<file path="src/rtl/adc_pair_packer_pkg.sv">
// ---------------------------------------------------------------------------
// adc_pair_pkg
// Shared types, widths and helpers for the ADC pair packer.
//   pair_state_e  : pairing FSM states
//   SAMPLE_W      : packed sample word width
//   ADC_W         : ADC conversion result width
//   DECIM_W       : width of the decimation exponent
//   pack_sample() : builds {4'h0, ch2, 4'h0, ch1}
//   clamp_decim() : limits a requested decimation exponent
// ---------------------------------------------------------------------------
package adc_pair_pkg;

   typedef enum logic {
      WAIT_A = 1'b0,
      WAIT_B = 1'b1
   } pair_state_e;

   localparam int SAMPLE_W = 32;
   localparam int ADC_W    = 12;
   localparam int DECIM_W  = 4;

   function automatic logic [SAMPLE_W-1:0] pack_sample(input logic [ADC_W-1:0] ch1,
                                                       input logic [ADC_W-1:0] ch2);
      return {4'h0, ch2, 4'h0, ch1};
   endfunction

   function automatic logic [DECIM_W-1:0] clamp_decim(input logic [DECIM_W-1:0] k,
                                                      input int unsigned      max_k);
      if (32'(k) > max_k) return DECIM_W'(max_k);
      return k;
   endfunction

endpackage

</file>
<file path="src/rtl/adc_pair_packer_if.sv">
// ---------------------------------------------------------------------------
// adc_pair_packer_if
// Bundles the ADC response beat stream and the packed sample output.
//   adc_valid/adc_channel/adc_data : ADC response beat
//   sample_data/sample_valid       : packed sample word and its qualifier
// modport master : ADC side (drives beats, observes samples)
// modport slave  : packer side (consumes beats, drives samples)
// ---------------------------------------------------------------------------
interface adc_pair_packer_if;
   import adc_pair_pkg::*;

   logic                adc_valid;
   logic [4:0]          adc_channel;
   logic [ADC_W-1:0]    adc_data;
   logic [SAMPLE_W-1:0] sample_data;
   logic                sample_valid;

   modport master (
      output adc_valid,
      output adc_channel,
      output adc_data,
      input  sample_data,
      input  sample_valid
   );

   modport slave (
      input  adc_valid,
      input  adc_channel,
      input  adc_data,
      output sample_data,
      output sample_valid
   );

endinterface

</file>
<file path="src/rtl/adc_channel_accum.sv">
// ---------------------------------------------------------------------------
// adc_channel_accum
// One channel accumulator for pair decimation.
//   clk, reset : clock and synchronous active-high reset
//   add_i      : add data_i into the accumulator this cycle
//   clear_i    : clear the accumulator (wins over add_i)
//   data_i     : value to add
//   shift_i    : decimation exponent applied to the average output
//   avg_o      : (accumulator including this cycle's add) >> shift_i, truncated
// ---------------------------------------------------------------------------
module adc_channel_accum
   import adc_pair_pkg::*;
#(
   parameter int ACC_W = 20
) (
   input  logic               clk,
   input  logic               reset,
   input  logic               add_i,
   input  logic               clear_i,
   input  logic [ADC_W-1:0]   data_i,
   input  logic [DECIM_W-1:0] shift_i,
   output logic [ADC_W-1:0]   avg_o
);

   logic [ACC_W-1:0] acc_q;
   logic [ACC_W-1:0] acc_d;
   logic [ACC_W-1:0] sum;
   logic [ACC_W-1:0] total;

   assign sum   = acc_q + ACC_W'(data_i);
   // The frame-closing pair is folded in combinationally so the average
   // can be registered in the same cycle the last beat arrives.
   assign total = add_i ? sum : acc_q;
   assign avg_o = ADC_W'(total >> shift_i);

   always_comb begin
      acc_d = acc_q;
      if (clear_i)    acc_d = '0;
      else if (add_i) acc_d = sum;
   end

   always_ff @(posedge clk) begin
      if (reset) acc_q <= '0;
      else       acc_q <= acc_d;
   end

endmodule

</file>
<file path="src/rtl/adc_pair_packer.sv">
// ---------------------------------------------------------------------------
// adc_pair_packer
// Pairs two ADC channels into a 32-bit sample word with optional 2^k pair
// averaging, plus a free-running ramp test pattern.
//   clk, reset        : clock and synchronous active-high reset
//   bus (slave)       : ADC beats in, sample_data/sample_valid out
//   test_en_i         : 1 = ramp pattern, 0 = ADC pairing
//   decim_log2_i      : decimation exponent k, clamped to MAX_DECIM_LOG2
//   pair_err_count_o  : saturating count of out-of-order beats
//
// state  | meaning
// WAIT_A | waiting for a CH1_SEL beat to start a pair
// WAIT_B | CH1 value held in a_q, waiting for the CH2_SEL beat
// ---------------------------------------------------------------------------
module adc_pair_packer
   import adc_pair_pkg::*;
#(
   parameter int unsigned CH1_SEL        = 1,
   parameter int unsigned CH2_SEL        = 2,
   parameter int unsigned MAX_DECIM_LOG2 = 8,
   parameter int unsigned TEST_STEP1     = 1,
   parameter int unsigned TEST_STEP2     = 16
) (
   input  logic               clk,
   input  logic               reset,
   adc_pair_packer_if.slave   bus,
   input  logic               test_en_i,
   input  logic [DECIM_W-1:0] decim_log2_i,
   output logic [7:0]         pair_err_count_o
);

   localparam int ACC_W = ADC_W + int'(MAX_DECIM_LOG2);
   localparam int CNT_W = int'(MAX_DECIM_LOG2) + 1;

   pair_state_e         state_q;
   logic [ADC_W-1:0]    a_q;
   logic [DECIM_W-1:0]  k_q;
   logic [CNT_W-1:0]    cnt_q;
   logic [7:0]          err_q;
   logic                test_en_q;
   logic [ADC_W-1:0]    r1_q;
   logic [ADC_W-1:0]    r2_q;
   logic [SAMPLE_W-1:0] data_q;
   logic                valid_q;

   logic               is_ch1;
   logic               is_ch2;
   logic               mode_change;
   logic [DECIM_W-1:0] k_eff;
   logic               pair_done;
   logic               frame_done;
   logic               acc_clear;
   logic [ADC_W-1:0]   avg1;
   logic [ADC_W-1:0]   avg2;
   logic [7:0]         err_inc;

   assign is_ch1      = bus.adc_valid && (bus.adc_channel == 5'(CH1_SEL));
   assign is_ch2      = bus.adc_valid && (bus.adc_channel == 5'(CH2_SEL));
   assign mode_change = test_en_i != test_en_q;
   // k is sampled from the PIO only while no pairs are accumulated, so a
   // change mid-frame takes effect at the next frame.
   assign k_eff       = (cnt_q == '0) ? clamp_decim(decim_log2_i, MAX_DECIM_LOG2) : k_q;
   assign pair_done   = !test_en_i && !mode_change && (state_q == WAIT_B) && is_ch2;
   assign frame_done  = pair_done && ((cnt_q + CNT_W'(1)) == (CNT_W'(1) << k_eff));
   assign acc_clear   = frame_done || mode_change;
   assign err_inc     = (err_q == 8'hFF) ? err_q : err_q + 8'd1;

   adc_channel_accum #(.ACC_W(ACC_W)) u_acc_ch1 (
      .clk     (clk),
      .reset   (reset),
      .add_i   (pair_done),
      .clear_i (acc_clear),
      .data_i  (a_q),
      .shift_i (k_eff),
      .avg_o   (avg1)
   );

   adc_channel_accum #(.ACC_W(ACC_W)) u_acc_ch2 (
      .clk     (clk),
      .reset   (reset),
      .add_i   (pair_done),
      .clear_i (acc_clear),
      .data_i  (bus.adc_data),
      .shift_i (k_eff),
      .avg_o   (avg2)
   );

   always_ff @(posedge clk) begin
      // Mode register tracks the pin through reset so a mode held across
      // reset does not look like a mode change afterwards.
      test_en_q <= test_en_i;
      if (reset) begin
         state_q <= WAIT_A;
         a_q     <= '0;
         k_q     <= '0;
         cnt_q   <= '0;
         err_q   <= '0;
         r1_q    <= '0;
         r2_q    <= '0;
         data_q  <= '0;
         valid_q <= 1'b0;
      end else begin
         valid_q <= 1'b0;
         if (mode_change) begin
            state_q <= WAIT_A;
            cnt_q   <= '0;
         end else if (test_en_i) begin
            valid_q <= 1'b1;
            data_q  <= pack_sample(r1_q, r2_q);
            r1_q    <= r1_q + ADC_W'(TEST_STEP1);
            r2_q    <= r2_q + ADC_W'(TEST_STEP2);
         end else begin
            k_q <= k_eff;
            case (state_q)
               WAIT_A: begin
                  if (is_ch1) begin
                     a_q     <= bus.adc_data;
                     state_q <= WAIT_B;
                  end else if (is_ch2) begin
                     err_q <= err_inc;
                  end
               end
               WAIT_B: begin
                  if (is_ch2) begin
                     state_q <= WAIT_A;
                     if (frame_done) begin
                        cnt_q   <= '0;
                        valid_q <= 1'b1;
                        data_q  <= pack_sample(avg1, avg2);
                     end else begin
                        cnt_q <= cnt_q + CNT_W'(1);
                     end
                  end else if (is_ch1) begin
                     a_q   <= bus.adc_data;
                     err_q <= err_inc;
                  end
               end
               default: state_q <= WAIT_A;
            endcase
         end
      end
   end

   assign bus.sample_data  = data_q;
   assign bus.sample_valid = valid_q;
   assign pair_err_count_o = err_q;

endmodule

</file>
<file path="src/flat_wrapper.sv">
// flat-port wrapper written by rule: the top's interface ports become plain ports
module adc_pair_packer_flat import adc_pair_pkg::*;
#(
   parameter int unsigned CH1_SEL        = 1,
   parameter int unsigned CH2_SEL        = 2,
   parameter int unsigned MAX_DECIM_LOG2 = 8,
   parameter int unsigned TEST_STEP1     = 1,
   parameter int unsigned TEST_STEP2     = 16
)
  (clk, reset, test_en_i, decim_log2_i, pair_err_count_o, bus_adc_valid, bus_adc_channel, bus_adc_data, bus_sample_data, bus_sample_valid);
  adc_pair_packer_if bus_i ();
  input  logic clk;
  input  logic reset;
  input  logic test_en_i;
  input  logic [DECIM_W-1:0] decim_log2_i;
  output logic [7:0] pair_err_count_o;
  input wire logic [$bits(bus_i.adc_valid)-1:0] bus_adc_valid;
  input wire logic [$bits(bus_i.adc_channel)-1:0] bus_adc_channel;
  input wire logic [$bits(bus_i.adc_data)-1:0] bus_adc_data;
  output wire logic [$bits(bus_i.sample_data)-1:0] bus_sample_data;
  output wire logic [$bits(bus_i.sample_valid)-1:0] bus_sample_valid;
  assign bus_i.adc_valid = bus_adc_valid;
  assign bus_i.adc_channel = bus_adc_channel;
  assign bus_i.adc_data = bus_adc_data;
  assign bus_sample_data = bus_i.sample_data;
  assign bus_sample_valid = bus_i.sample_valid;
  adc_pair_packer #(.CH1_SEL(CH1_SEL), .CH2_SEL(CH2_SEL), .MAX_DECIM_LOG2(MAX_DECIM_LOG2), .TEST_STEP1(TEST_STEP1), .TEST_STEP2(TEST_STEP2)) u_core (.clk(clk), .reset(reset), .bus(bus_i), .test_en_i(test_en_i), .decim_log2_i(decim_log2_i), .pair_err_count_o(pair_err_count_o));
endmodule
</file>
<file path="config.mk">
export PLATFORM = sky130hd
export DESIGN_NAME = adc_pair_packer_flat
export DESIGN_NICKNAME = d
export VERILOG_FILES = /design/src/rtl/adc_pair_packer_pkg.sv /design/src/rtl/adc_pair_packer_if.sv /design/src/rtl/adc_channel_accum.sv /design/src/rtl/adc_pair_packer.sv /design/src/flat_wrapper.sv
export SDC_FILE = /design/constraint.sdc
export NUM_CORES = 1
export LEC_CHECK = 0
export ABC_CLOCK_PERIOD_IN_PS = 3750
export BUFFER_PORTS_ARGS = -buffer_cell sky130_fd_sc_hd__buf_2
export CORE_MARGIN = 5
export CORE_UTILIZATION = 45
export DETAILED_ROUTE_END_ITERATION = 10
export GPL_TIMING_DRIVEN = 1
export PLACE_DENSITY_LB_ADDON = 0.15
export SETUP_SLACK_MARGIN = 0.2
export SYNTH_ARGS = -nofsm -noshare
export SYNTH_HDL_FRONTEND = slang
export SYNTH_SLANG_ARGS = --single-unit
</file>
<file path="constraint.sdc">
create_clock -name clk -period 3.75 [get_ports clk]
set_clock_uncertainty 0.05 [all_clocks]
set_input_delay 0.375 -clock clk [delete_from_list [all_inputs] [get_ports clk]]
set_output_delay 0.375 -clock clk [all_outputs]
set_load 0.005 [all_outputs]
</file>
==> impl_summary.md, run 1 <==
Pwr
The maximum vdd drop is around 0.26 mV. Dividing total power by cell area gives a power density of slightly above 300 mW/mm². The final total power is 3.43 mW. The leakage power total is 4.46 nW.

Floorplanning
The core region is 0.0202 mm². From bottom edge to top edge, the die measures 153 µm. The floorplan step defined a die boundary enclosing about 0.023 mm². The initial standard-cell utilization of the core is 0.456. The horizontal extent of the die is approximately 150 µm. The site row count is 52. The boundary pin count is 66.

Synthesis
The summed instance area of the synthesized netlist is roughly 0.0092 mm². The flip-flop and latch count after synthesis is 120. The post-synthesis average cell area is between 7 and 8 µm².

After synthesis, the netlist uses slightly below 90 different library cells. The gate count of the mapped netlist is between 1000 and 1500. The proportion of synthesized chip area in sequential cells is 0.260. The share of flip-flops with an asynchronous set or reset is 0. In this run, synthesis inferred 0 flip-flops with an integrated enable. The prevailing post-synth register cell is sky130_fd_sc_hd__dfxtp_1. The count of warnings emitted by yosys is 0.

Routing
The first routing iteration left 967 violations. Dividing the detail-routed wire length by the instance count gives between 20 and 25 µm. After detailed routing, the number of remaining DRC violations is 0.

The number of nets with antenna violations after detailed routing is 0. The total wirelength of the detailed-routed design is 33200 µm. The routed via count is 10000. Dividing the detail-routed via count by the number of cells gives between 6 and 7. The number of optimization iterations in the first detailed-route pass is 8.

Final layout
The relative area change from synthesis to final layout is 20.6%. After the last flow step, the layout net total stands at between 1000 and 1500. The non-filler instance count after layout is ~1600. Across the whole layout, storage elements account for roughly 0.0024 mm².

The utilization after layout is 0.550. The proportion of layout cells with a drive suffix above 1 is 0.195. The number of filler instances in the final layout is 1941. The repair_antennas step left the layout with diodes totalling 0. The area taken by multi-input logic gates is around 0.0066 mm².

Min path
The hold path startpoint is bus_adc_data[4]. The depth of the worst hold-timing path is 3. The classification of the worst-slack hold path is in2reg.

Place
The wire-length estimate of the detail-placed layout is 24600 µm. The count of input and output buffers is between 50 and 60. After detailed placement, the design holds a cell count of about 1500. At the end of routability-driven placement, the weighted congestion stood at around 0.96.

Critical path
The worst register-to-register path has a depth of 10. The peak fanout along the critical path is 7. STA puts the critical path data required time at just over 4 ns. The start-to-end type of the worst setup path is reg2reg. Data on the critical path arrives at its endpoint at 3.74 ns. The critical path starts at u_core.a_q[2]$_SDFFE_PP0P_. STA classifies the critical path endpoint as a flip-flop. The element type at the critical path start is a flip-flop. The worst register-to-register path begins at u_core.a_q[2]$_SDFFE_PP0P_.

Global routing
The via count of the first global-routing pass came to around 9300. Entering global routing, the biggest net connects 34 pins. The total overflow reported by the global router is 0. The initial antenna violation count is 0. The first global-routing pass estimated slightly above 50000 µm of wire.

For this run, the total global-route usage over all layers was measured as 0.270.

Clock tree
The cell sitting at the root of the clock tree is a sky130_fd_sc_hd__clkbuf_16. The H-tree was split into 4 levels. The clock transition at the register clock pins on the worst setup and hold paths after CTS is ~0.06 ns.

Buffers inserted during clock tree synthesis total 17. CTS saw 120 sinks. TritonCTS built the clock tree. Counting along the longest clock path gives a buffer depth of 2. The later pin in the worst-skew pair is clocked with a latency of 0.42 ns.

Run
The number of maximum-capacitance violations is 0.

STA
Setup violations remaining at the end of the flow were counted as 0. The final critical-path share of the clock period is 0.912. Setup repair after global routing left no endpoint under its margin. The actual slew at the worst max-slew pin is 0.906 ns. The count of endpoints failing hold in the final timing report came to 0. The timing-limited maximum frequency is 292 MHz. The max-slew violation total from the final report is 0.

The worst-case headroom to the max-slew limit is 0.391. The shortest clock period the worst path allows after layout is 3.42 ns.

Outcome
The flow ran to the end, and the final reports show no timing, DRC or antenna violations.
## per-layer routing
metal  global-route usage  share of wire
met1                0.369           0.44
met3               0.0452          0.075
met2                0.431           0.46
met5                    0              0
met4               0.0942          0.028
## what timing repair did
action	4_1_cts	5_1_grt
hold buffers	0	0
gates resized for setup	10	39
setup endpoints to repair	15	47
pin swaps	1	8
buffers inserted	0	11
## cell families after synthesis
kind of cell | count (synthesis) | share of synthesized area
xor gates and xnor gates | 34 | 0.0323
DFF | 120 | 0.260
adders and majority gates | 33 | 0.0463
and+or+nand+nor | 486 | 0.270
other | 1 | 0.000406
buffers and inverters | 101 | 0.0476
AOI/OAI and AO/OA | 368 | 0.282
muxes | 53 | 0.0615
## layout by cell type (no fill, tap or decap), drive strengths merged, types with 8 or more instances in the layout
master   synthesis  layout
buf             31     152
nor2           146     146
dfxtp          120     120
nand2          101     101
o21ai           75      75
a21oi           59      59
mux2i           44      44
nand3           43      43
a211oi          32      32
ha              31      31
nor3            31      31
nand4           27      27
a31oi           22      22
inv             21      21
clkbuf          49      21
xor2            19      19
and3            19      19
and2            17      17
nor2b           16      16
o31ai           16      16
or3             16      16
nand2b          16      16
xnor2           15      15
a21o            14      14
o22ai           12      12
nor4            12      12
a2111oi         12      12
o211ai          10      10
o21a            10      10
a221oi          10      10
a22o             9       9
or2              9       9
and4             8       8
conb             1       8
## stage by stage
step / TNS [ns] / setup slack, ns / area, µm² / hold slack (ns)
6_report: 0 / 0.331 / 11100 / 0.171
3_3_place_gp: -0.0133 / -0.0133 / 10200 / 0.384
3_5_place_dp: 0 / 0.0576 / 10200 / 0.397
4_1_cts: 0 / 0.201 / 10900 / 0.158
2_1_floorplan: 0 / 0.187 / 9310 / 0.353
5_1_grt: 0 / 0.186 / 11100 / 0.165
## critical path: stages (launching register included)
cell and delay, ns:
sky130_fd_sc_hd__dfxtp_1 0.33, sky130_fd_sc_hd__ha_1 0.41, sky130_fd_sc_hd__nand4_1 0.33, sky130_fd_sc_hd__a211oi_1 0.36, sky130_fd_sc_hd__buf_4 0.19, sky130_fd_sc_hd__nor3_1 0.05, sky130_fd_sc_hd__o31ai_1 0.78, sky130_fd_sc_hd__o21ai_0 0.14
sky130_fd_sc_hd__or3_1 0.41, sky130_fd_sc_hd__nand4b_1 0.14, sky130_fd_sc_hd__a32o_1 0.16
## cells in the mapped netlist, drive strengths merged, types with 10 or more instances
cell     instances  area (µm²)
a211oi          32         240
nor3            31         160
a2111oi         12         136
and3            19         119
o22ai           12        75.1
buf             31         176
dfxtp          120        2400
nand3           43         215
nand2          101         382
o31ai           16         120
o211ai          10        75.1
nor4            12         111
or3             16         100
mux2i           44         440
a21o            14         105
nand4           27         169
and2            17         106
a31oi           22         138
o21a            10        75.1
nand2b          16         100
xnor2           15         131
inv             21        78.8
xor2            19         166
nor2b           16         100
a21oi           59         299
o21ai           75         379
a221oi          10        87.6
ha              31         388
clkbuf          49         184
nor2           146         556
## power breakdown
| part | leakage (nW) | internal, mW | total [mW] | switching [mW] |
|---|---|---|---|---|
| logic | 3.20 | 0.142 | 0.396 | 0.255 |
| registers | 0.969 | 1.29 | 1.30 | 0.0137 |
| clock network | 0.285 | 1.08 | 1.72 | 0.645 |
## registers in the layout, summed over array words and instances (netlist names), 4 cells and up
register,count
u_core.pair_err_count_o,8
u_core.u_acc_ch1.acc_q,20
u_core.u_acc_ch2.acc_q,20
u_core.a_q,12
u_core.k_q,4
u_core.cnt_q,9
u_core.r1_q,12
u_core.r2_q,8
u_core.bus.sample_data,24
## path summary, 6_finish.rpt
path,end,slack (ns)
setup reg to reg,u_core.bus.sample_data[4]$_SDFFE_PP0P_,0.33
hold / removal,u_core.a_q[4]$_SDFFE_PP0P_,0.17
hold reg to reg,u_core.bus.sample_data[2]$_SDFFE_PP0P_,0.40
setup / recovery,u_core.bus.sample_data[4]$_SDFFE_PP0P_,0.33
## final cells by class
type,count,area share
clock buffer,21,0.0413
tap,270,0.0303
multi-input combinational,982,0.597
sequential,120,0.216
timing repair buffer,152,0.0956
clock inverter,11,0.0133
inverter,21,0.00708
Power figures use the tool's default switching activity.
==> run 2: changes to the inputs <==
Settings changed: REMOVE_ABC_BUFFERS from default to 1.
==> run 2 against run 1 <==
Net effect:
- core utilization grew 0.33 points
- routed wire length up 0.68%
- largest cell class unchanged
- critical path type unchanged
- final cell count rose by 0.38%
==> impl_summary.md, run 2 (synthesized netlist as in run 1, its figures left out) <==
Floorplanning
The initial standard-cell utilization of the core is 0.456 (unchanged). The horizontal extent of the die is 153 µm (unchanged). The boundary pin count is 66 (unchanged).

The site row count came to 52 (unchanged). The core region area is 0.0202 mm² (unchanged). The floorplan die area came to 0.0235 mm² (unchanged).

The height of the die was 153 µm (unchanged).

Place
The global placement routability congestion was 0.978 (was 0.961). The estimated wirelength of the detail-placed design came to 24800 µm (was 24600 µm). The post-placement worst setup slack is -0.0387 ns (was 0.0576 ns). The count of placed standard cells including taps is 1545 (was 1534). The count of input and output buffers is 57 (unchanged).

Clock tree
The clock tree from TritonCTS is done (unchanged). The clock latency at the later pin of the worst-skew pair was 0.43 ns (was 0.42 ns). The H-tree level count is 4 (unchanged). The count of hold-fix buffers inserted at cts is 0 (unchanged). The number of buffers added by the clock tree synthesis step is 17 (unchanged). The maximum buffer depth of the clock tree is 2 (unchanged). The total number of clock tree sinks came to 120 (unchanged). The root buffer cell is sky130_fd_sc_hd__clkbuf_16 (unchanged). The clock transition at the register clock pins on the worst setup and hold paths after CTS came to 0.06 ns (about the same).

Routing
The ratio of routed vias to standard cells came to 6.40 (was 6.37). The DRC marker count from the first detailed-route iteration is 986 (was 967). The total wirelength of the detailed-routed design is 33400 µm (was 33200 µm). The number of optimization iterations in the first detailed-route pass was 6 (was 8).

The routed via count is 10100 (was 10000). The wire length per cell came to 21.1 µm (was 21.0 µm). The number of nets with antenna violations after detailed routing is 0 (unchanged). The number of remaining DRC errors is 0 (unchanged).

Final layout
The area taken by multi-input logic gates came to 0.00658 mm² (was 0.00665 mm²). The sequential standard cell area is 0.00240 mm² (unchanged). The non-filler instance count after layout is 1583 (was 1577). The number of filler instances in the final layout is 1927 (was 1941).

The flip-flop count of the largest register after layout was 24 (unchanged). The antenna diode instance count is 0 (unchanged). Top library cells by usage in the layout, fill and taps aside: sky130_fd_sc_hd__nor2_1 (142), sky130_fd_sc_hd__dfxtp_1 (120), sky130_fd_sc_hd__nand2_1 (99), sky130_fd_sc_hd__buf_4 (91), sky130_fd_sc_hd__o21ai_0 (66) (was sky130_fd_sc_hd__nor2_1 (142), sky130_fd_sc_hd__dfxtp_1 (120), sky130_fd_sc_hd__nand2_1 (99), sky130_fd_sc_hd__buf_4 (89), sky130_fd_sc_hd__o21ai_0 (67)). The number of nets in the finished design is 1358 (was 1352). The relative area change from synthesis to final layout is 21.4% (was 20.6%).

The most frequent standard cell in the layout excluding fill and tap cells is sky130_fd_sc_hd__nor2_1 (unchanged). The proportion of layout cells with a drive suffix above 1 is 0.193 (was 0.195).

STA
The worst hold-check slack was 0.170 ns (was 0.171 ns). The actual slew at the worst max-slew pin is 0.921 ns (was 0.906 ns). The worst-case headroom to the max-slew limit is 0.383 (was 0.391). The timing-limited maximum frequency was 288 MHz (was 292 MHz).

The final critical-path share of the clock period is 0.926 (was 0.912). RSZ-0062 raised after global routing: yes (was no). The total of endpoints with negative setup slack in the final report is 0 (unchanged). The minimum setup slack in the final design is 0.278 ns (was 0.331 ns). The final-layout setup total negative slack was 0 ns (unchanged). The count of endpoints failing hold in the final timing report is 0 (unchanged).

The shortest clock period the worst path allows after layout is 3.47 ns (was 3.42 ns). The max-slew violation total from the final report is 0 (unchanged).

Pwr
The power per standard cell area is 314 mW/mm² (was 308 mW/mm²). The final total power came to 3.52 mW (was 3.43 mW). The leakage power total was 4.47 nW (was 4.46 nW).

The maximum vdd drop is 0.269 mV (was 0.261 mV).

Critical path
The category of the worst setup path capture point is a flip-flop (unchanged). The number of cells on the critical path is 11 (was 10). The depth of the worst register-to-register path is 11 (was 10).

Cells traversed along the worst timing path: ha_1, a21o_1, nor3_1, a21oi_1, o31ai_1, nor3_1, nor4_2, buf_4, nand2_1, nor4b_2, o41ai_1 (was ha_1, nand4_1, a211oi_1, buf_4, nor3_1, o31ai_1, o21ai_0, or3_1, nand4b_1, a32o_1). The element type at the critical path start was a flip-flop (unchanged). The critical path data arrival time was 3.75 ns (was 3.74 ns). The destination of the critical timing path is u_core.bus.sample_data[3]$_SDFFE_PP0P_ (was u_core.bus.sample_data[4]$_SDFFE_PP0P_).

The peak fanout along the critical path is 9 (was 7). The cell repeated most along the worst path is sky130_fd_sc_hd__nor3_1. The peak per-stage delay on the critical path was 0.52 ns (was 0.78 ns). The endpoint of the worst register-to-register path is u_core.bus.sample_data[3]$_SDFFE_PP0P_ (was u_core.bus.sample_data[4]$_SDFFE_PP0P_). The required arrival time at the worst endpoint came to 4.03 ns (was 4.07 ns). The cell at the slowest stage of the critical path is sky130_fd_sc_hd__o31ai_1 (unchanged). The cell class contributing the biggest share of worst-path delay is compound AO/OA/AOI/OAI gates (unchanged).

The slack of the worst reg-to-reg path came to 0.28 ns (was 0.33 ns). The start-to-end type of the worst setup path is reg2reg (unchanged). The count of buffer and inverter cells on the critical path came to 1 (unchanged). The startpoint of the worst-slack reg-to-reg timing path is u_core.u_acc_ch1.acc_q[7]$_SDFF_PP0_ (was u_core.a_q[2]$_SDFFE_PP0P_). The critical path startpoint is u_core.u_acc_ch1.acc_q[7]$_SDFF_PP0_ (was u_core.a_q[2]$_SDFFE_PP0P_).

Global routing
The initial antenna violation count is 0 (unchanged). The pin count of the biggest net entering global routing was 38 (was 34). The total overflow reported by the global router is 0 (unchanged).

The via count of the first global-routing pass is 9505 (was 9268). The global routing usage summed across all routing layers came to 0.274 (was 0.270). The global-route wire length before repair is 51900 µm (was 51300 µm).

Min path
The classification of the worst-slack hold path is in2reg (unchanged).

Outcome
Run status: completed (unchanged).

Run
The number of maximum-capacitance violations is 0 (unchanged).
[run 2: changes by cell type in the layout (fill, tap and decap cells not counted), sizes merged]
cell / delta
clkinvlp: -1
clkbuf: -3
bufinv: +1
clkinv: -1
buf: +5
inv: +5
[run 2: metrics by stage]
step            util  area, µm²
6_report       0.554      11200
5_1_grt        0.554      11200
4_1_cts        0.545      11000
3_5_place_dp   0.511      10300
3_3_place_gp   0.511      10300
2_1_floorplan      -       8900
[run 2: report_power, final]
part / internal (mW) / leakage (nW) / switching (mW) / total [mW]
Combinational: 0.147 / 3.20 / 0.256 / 0.403
Clock: 1.13 / 0.303 / 0.683 / 1.81
Sequential: 1.29 / 0.969 / 0.0140 / 1.30
[run 2: how the worst min path moves through the flow]
stage,from,endpoint,depth (start not counted)
2_1_floorplan,test_en_i,u_core.test_en_q$_DFF_P_,0
3_3_place_gp,u_core.bus.sample_data[11]$_SDFFE_PP0P_,u_core.bus.sample_data[11]$_SDFFE_PP0P_,2
3_5_place_dp,u_core.bus.sample_data[11]$_SDFFE_PP0P_,u_core.bus.sample_data[11]$_SDFFE_PP0P_,2
4_1_cts,bus_adc_data[2],u_core.a_q[2]$_SDFFE_PP0P_,3
5_1_grt,bus_adc_data[2],u_core.a_q[2]$_SDFFE_PP0P_,3
6_report,bus_adc_data[5],u_core.a_q[5]$_SDFFE_PP0P_,3
[run 2: layout make-up]
cell class,count,share of cell area
Timing Repair Buffer,158,0.104
Clock inverter,15,0.0192
Multi-Input combinational cell,982,0.587
Clock buffer,17,0.0380
Inverter,21,0.00704
Sequential cell,120,0.214
Tap cell,270,0.0302
[run 2: per-layer routing]
metal | up-vias | share of wire | track usage
met5 | - | 0 | 0
met4 | 0 | 0.031 | 0.0950
met3 | 97 | 0.083 | 0.0554
met2 | 523 | 0.45 | 0.431
met1 | 4783 | 0.43 | 0.374
li1 | 4736 | - | -
[run 2: worst reg2reg max path: stages, from the launching register on]
cell                      delay, ns
sky130_fd_sc_hd__dfxtp_1       0.33
sky130_fd_sc_hd__ha_1          0.42
sky130_fd_sc_hd__a21o_1        0.24
sky130_fd_sc_hd__nor3_1        0.40
sky130_fd_sc_hd__a21oi_1       0.19
sky130_fd_sc_hd__o31ai_1       0.52
sky130_fd_sc_hd__nor3_1        0.14
sky130_fd_sc_hd__nor4_2        0.41
sky130_fd_sc_hd__buf_4         0.20
sky130_fd_sc_hd__nand2_1       0.05
sky130_fd_sc_hd__nor4b_2       0.16
sky130_fd_sc_hd__o41ai_1       0.28
[run 2: what timing repair did]
action                                  CTS  global route
pin swaps                                 1             5
gates cloned                              0             1
gates resized for setup                   9            30
setup buffers                             1             4
endpoints found under the setup margin   20            49
==> run 3: changes to the inputs <==
Settings changed: ABC_AREA from default to 1, ABC_CLOCK_PERIOD_IN_PS 3750 to 2840.
Clock period 3.75 ns to 2.84 ns, I/O delays scaled along.
==> run 3 against run 2 <==
Net effect:
- clock power increased by 23%
- via count decreased by 1.9%
- final cell count increased by 21%
- critical endpoint is now u_core.bus.sample_data[0]$_SDFFE_PP0P_
- critical path type unchanged
- cell area about the same
==> impl_summary.md, run 3 <==
Final layout
The non-filler instance count after layout is 1916 (was 1583). The relative area change from synthesis to final layout is 22.1% (was 21.4%). The post-route standard cell area excluding fillers was 0.0112 mm² (about the same).

The utilization after layout is 0.556 (was 0.554). Top library cells by usage in the layout, fill and taps aside: sky130_fd_sc_hd__nand2_1 (424), sky130_fd_sc_hd__nand3_1 (238), sky130_fd_sc_hd__inv_1 (186), sky130_fd_sc_hd__nor2_1 (150), sky130_fd_sc_hd__dfxtp_1 (118) (was sky130_fd_sc_hd__nor2_1 (142), sky130_fd_sc_hd__dfxtp_1 (120), sky130_fd_sc_hd__nand2_1 (99), sky130_fd_sc_hd__buf_4 (91), sky130_fd_sc_hd__o21ai_0 (66)). The number of nets in the finished design came to 1690 (was 1358). The most frequent standard cell in the layout excluding fill and tap cells is sky130_fd_sc_hd__nand2_1 (was sky130_fd_sc_hd__nor2_1). The proportion of layout cells with a drive suffix above 1 is 0.187 (was 0.193). The flip-flop count of the largest register after layout came to 24 (unchanged).

Synthesis
The flip-flop and latch count after synthesis is 120 (unchanged). Largest cells by area after synthesis: sky130_fd_sc_hd__dfxtp_1 (26%), sky130_fd_sc_hd__nand2_1 (18%), sky130_fd_sc_hd__nand3_1 (14%) (was sky130_fd_sc_hd__dfxtp_1 (26%), sky130_fd_sc_hd__nor2_1 (5.9%), sky130_fd_sc_hd__mux2i_1 (4.8%)). The post-synthesis average cell area was 5.95 µm² (was 7.72 µm²). Top cells by count, synth: sky130_fd_sc_hd__nand2_1 (451), sky130_fd_sc_hd__nand3_1 (249), sky130_fd_sc_hd__inv_1 (194) (was sky130_fd_sc_hd__nor2_1 (145), sky130_fd_sc_hd__dfxtp_1 (120), sky130_fd_sc_hd__nand2_1 (100)). The share of flip-flops with an asynchronous set or reset is 0 (unchanged). The number of distinct library cell variants in the gate-level netlist after synthesis is 48 (was 89). The number of synthesized flops with an enable pin is 0 (unchanged). The summed instance area of the synthesized netlist is 0.00919 mm² (was 0.00923 mm²). The proportion of synthesized chip area in sequential cells is 0.262 (was 0.260). The count of warnings emitted by yosys is 0 (unchanged). The gate count of the mapped netlist is 1544 (was 1196).

The most frequent cell after synthesis is sky130_fd_sc_hd__nand2_1 (was sky130_fd_sc_hd__nor2_1). The area share of the largest cell type after synthesis is 0.262 (was 0.260). The prevailing post-synth register cell is sky130_fd_sc_hd__dfxtp_1 (unchanged).

The top cell type by total area after synthesis is sky130_fd_sc_hd__dfxtp_1 (unchanged).

Routing
The total wirelength of the detailed-routed design is 29000 µm (was 33400 µm). The routed via count is 9950 (was 10100). The DRC marker count from the first detailed-route iteration is 751 (was 986). The wire length per cell is 15.2 µm (was 21.1 µm). The number of remaining DRC errors is 0 (unchanged). The number of optimization iterations in the first detailed-route pass is 5 (was 6). The ratio of routed vias to standard cells came to 5.19 (was 6.40). The number of nets with antenna violations after detailed routing is 0 (unchanged).

Run
The number of maximum-capacitance violations is 0 (unchanged).

Pwr
The fraction of power consumed by the clock network is 0.484 (was 0.515). The fraction of power spent switching nets is 0.285 (was 0.271). The sequential share of power is 0.376 (was 0.371). The cell internal power dissipation is 3.28 mW (was 2.57 mW). The net switching power figure is 1.30 mW (was 0.953 mW). The leakage power total is 5.14 nW (was 4.47 nW). The power per standard cell area came to 409 mW/mm² (was 314 mW/mm²). The maximum vdd drop came to 0.388 mV (was 0.269 mV). The final total power is 4.58 mW (was 3.52 mW).

The portion of total power attributed to combinational logic is 0.140 (was 0.115).

STA
The actual slew at the worst max-slew pin is 0.681 ns (was 0.921 ns). The final-layout setup total negative slack is 0 ns (unchanged). The shortest clock period the worst path allows after layout is 2.72 ns (was 3.47 ns).

The count of endpoints failing hold in the final timing report is 0 (unchanged). The final critical-path share of the clock period is 0.959 (was 0.926). The max-slew violation total from the final report is 0 (unchanged). The timing-limited maximum frequency is 367 MHz (was 288 MHz). RSZ-0062 raised after global routing: yes (unchanged). The total of endpoints with negative setup slack in the final report was 0 (unchanged).

The worst hold-check slack is 0.119 ns (was 0.170 ns). The worst-case headroom to the max-slew limit is 0.545 (was 0.383). The minimum setup slack in the final design came to 0.116 ns (was 0.278 ns).

Place
The global placement routability congestion is 0.933 (was 0.978). The post-placement worst setup slack is 0.102 ns (was -0.0387 ns). The estimated wirelength of the detail-placed design is 21700 µm (was 24800 µm). The count of placed standard cells including taps came to 1854 (was 1545). The placed instance area is 0.00985 mm² (was 0.0103 mm²). The count of input and output buffers was 57 (unchanged).

Clock tree
The root buffer cell is sky130_fd_sc_hd__clkbuf_16 (unchanged). The clock tree from TritonCTS was done (unchanged). The clock transition at the register clock pins on the worst setup and hold paths after CTS is 0.06 ns (about the same).

The number of buffers added by the clock tree synthesis step was 17 (unchanged). The total number of clock tree sinks is 120 (unchanged). The clock latency at the later pin of the worst-skew pair is 0.43 ns (about the same). The maximum buffer depth of the clock tree is 2 (unchanged). The count of hold-fix buffers inserted at cts is 0 (unchanged). The H-tree level count was 4 (unchanged).

Floorplanning
The boundary pin count is 66 (unchanged). The initial standard-cell utilization of the core is 0.455 (was 0.456). The site row count came to 52 (unchanged). The core region area is 0.0202 mm² (about the same). The height of the die came to 153 µm (about the same). The horizontal extent of the die is 153 µm (about the same). The floorplan die area came to 0.0234 mm² (was 0.0235 mm²).

Critical path
The element type at the critical path start was a flip-flop (unchanged). The critical path data arrival time is 3.04 ns (was 3.75 ns). The start-to-end type of the worst setup path is reg2reg (unchanged). The slack of the worst reg-to-reg path came to 0.12 ns (was 0.28 ns). The required arrival time at the worst endpoint was 3.15 ns (was 4.03 ns).

The peak fanout along the critical path is 5 (was 9). The category of the worst setup path capture point is a flip-flop (unchanged).

Global routing
The layer carrying the most global-route usage is met2 (unchanged). The total overflow reported by the global router is 0 (unchanged). The global-route wire length before repair came to 46600 µm (was 51900 µm).

The global routing usage summed across all routing layers was 0.243 (was 0.274). The via count of the first global-routing pass is 9330 (was 9505). The met3 track utilization from global routing is 0.0503 (was 0.0554). The initial antenna violation count is 0 (unchanged).

The pin count of the biggest net entering global routing is 47 (was 38). The routing usage on met1 is 0.321 (was 0.374). The met2 track demand over resource came to 0.394 (was 0.431).

Min path
The classification of the worst-slack hold path is in2reg (unchanged).

Outcome
Run status: completed (unchanged).
-- run 3: cell count changes in the layout (fill, tap and decap cells not counted), sizes merged, moves of 36 or more --
cell	previous run	this run
buf	157	117
inv	26	209
mux2i	44	2
nand2	101	464
nand3	43	261
nor2	146	182
o21ai	75	36
-- run 3: final timing paths --
check                                      endpoint  depth (start not counted)                    startpoint
max reg2reg  u_core.bus.sample_data[0]$_SDFFE_PP0P_                         18  u_core.cnt_q[0]$_SDFFE_PP0P_
max          u_core.bus.sample_data[0]$_SDFFE_PP0P_                         18  u_core.cnt_q[0]$_SDFFE_PP0P_
min reg2reg              u_core.a_q[4]$_SDFFE_PP0P_                          2    u_core.a_q[4]$_SDFFE_PP0P_
min                      u_core.a_q[3]$_SDFFE_PP0P_                          3               bus_adc_data[3]
-- run 3: power groups by stage --
stage	logic, mW	clock network, mW	registers (mW)
CTS	0.586	2.25	1.72
global placement	0.519	0	1.76
finish	0.641	2.22	1.72
detailed placement	0.521	0	1.76
global route	0.697	2.33	1.72
floorplan	0.316	0	1.76
-- run 3: area by class of cell --
type / count / area [µm²]
Tap cell: 270 / 338
Fill cell: 2070 / 8960
Timing Repair Buffer: 118 / 963
Multi-Input combinational cell: 1171 / 6130
Inverter: 204 / 773
Antenna cell: 1 / 2.50
Clock buffer: 18 / 439
Sequential cell: 120 / 2400
Clock inverter: 14 / 160
-- run 3: kinds of logic after synthesis --
logic type | Yosys count | synth area share
other cells | 1 | 0.000408
fa+ha+maj | 33 | 0.0466
flops | 120 | 0.262
compound gates | 140 | 0.0896
mux | 2 | 0.00218
simple gates | 977 | 0.473
xor+xnor | 9 | 0.00858
buf+inv | 262 | 0.118
-- run 3: layer usage --
metal	vias to the layer above	wire length [µm]
li1	5144	-
met1	4485	13300
met2	261	13300
met3	60	1690
met4	0	785
met5	-	0
-- run 3: worst max-delay path, cell delays in order (launching register included) --
cell and delay, ns:
sky130_fd_sc_hd__dfxtp_2 0.34, sky130_fd_sc_hd__buf_6 0.13, sky130_fd_sc_hd__ha_2 0.18, sky130_fd_sc_hd__nand2_2 0.08
sky130_fd_sc_hd__nor2_1 0.19, sky130_fd_sc_hd__xor2_2 0.31, sky130_fd_sc_hd__inv_1 0.11, sky130_fd_sc_hd__nand3_2 0.09
sky130_fd_sc_hd__nand2_1 0.05, sky130_fd_sc_hd__inv_1 0.06, sky130_fd_sc_hd__nand2_2 0.06, sky130_fd_sc_hd__nor2_4 0.13
sky130_fd_sc_hd__nand3_4 0.11, sky130_fd_sc_hd__a21oi_4 0.22, sky130_fd_sc_hd__buf_12 0.15, sky130_fd_sc_hd__buf_12 0.10
sky130_fd_sc_hd__buf_16 0.11, sky130_fd_sc_hd__nand3_1 0.08, sky130_fd_sc_hd__a21oi_2 0.11
-- run 3: timing repair --
item / CTS / global route
hold endpoints to repair: 0 / 0
resized for setup: 35 / 81
cloned: 5 / 1
pin swaps: 19 / 36
setup buffers: 17 / 6
setup endpoints to repair: 73 / 73
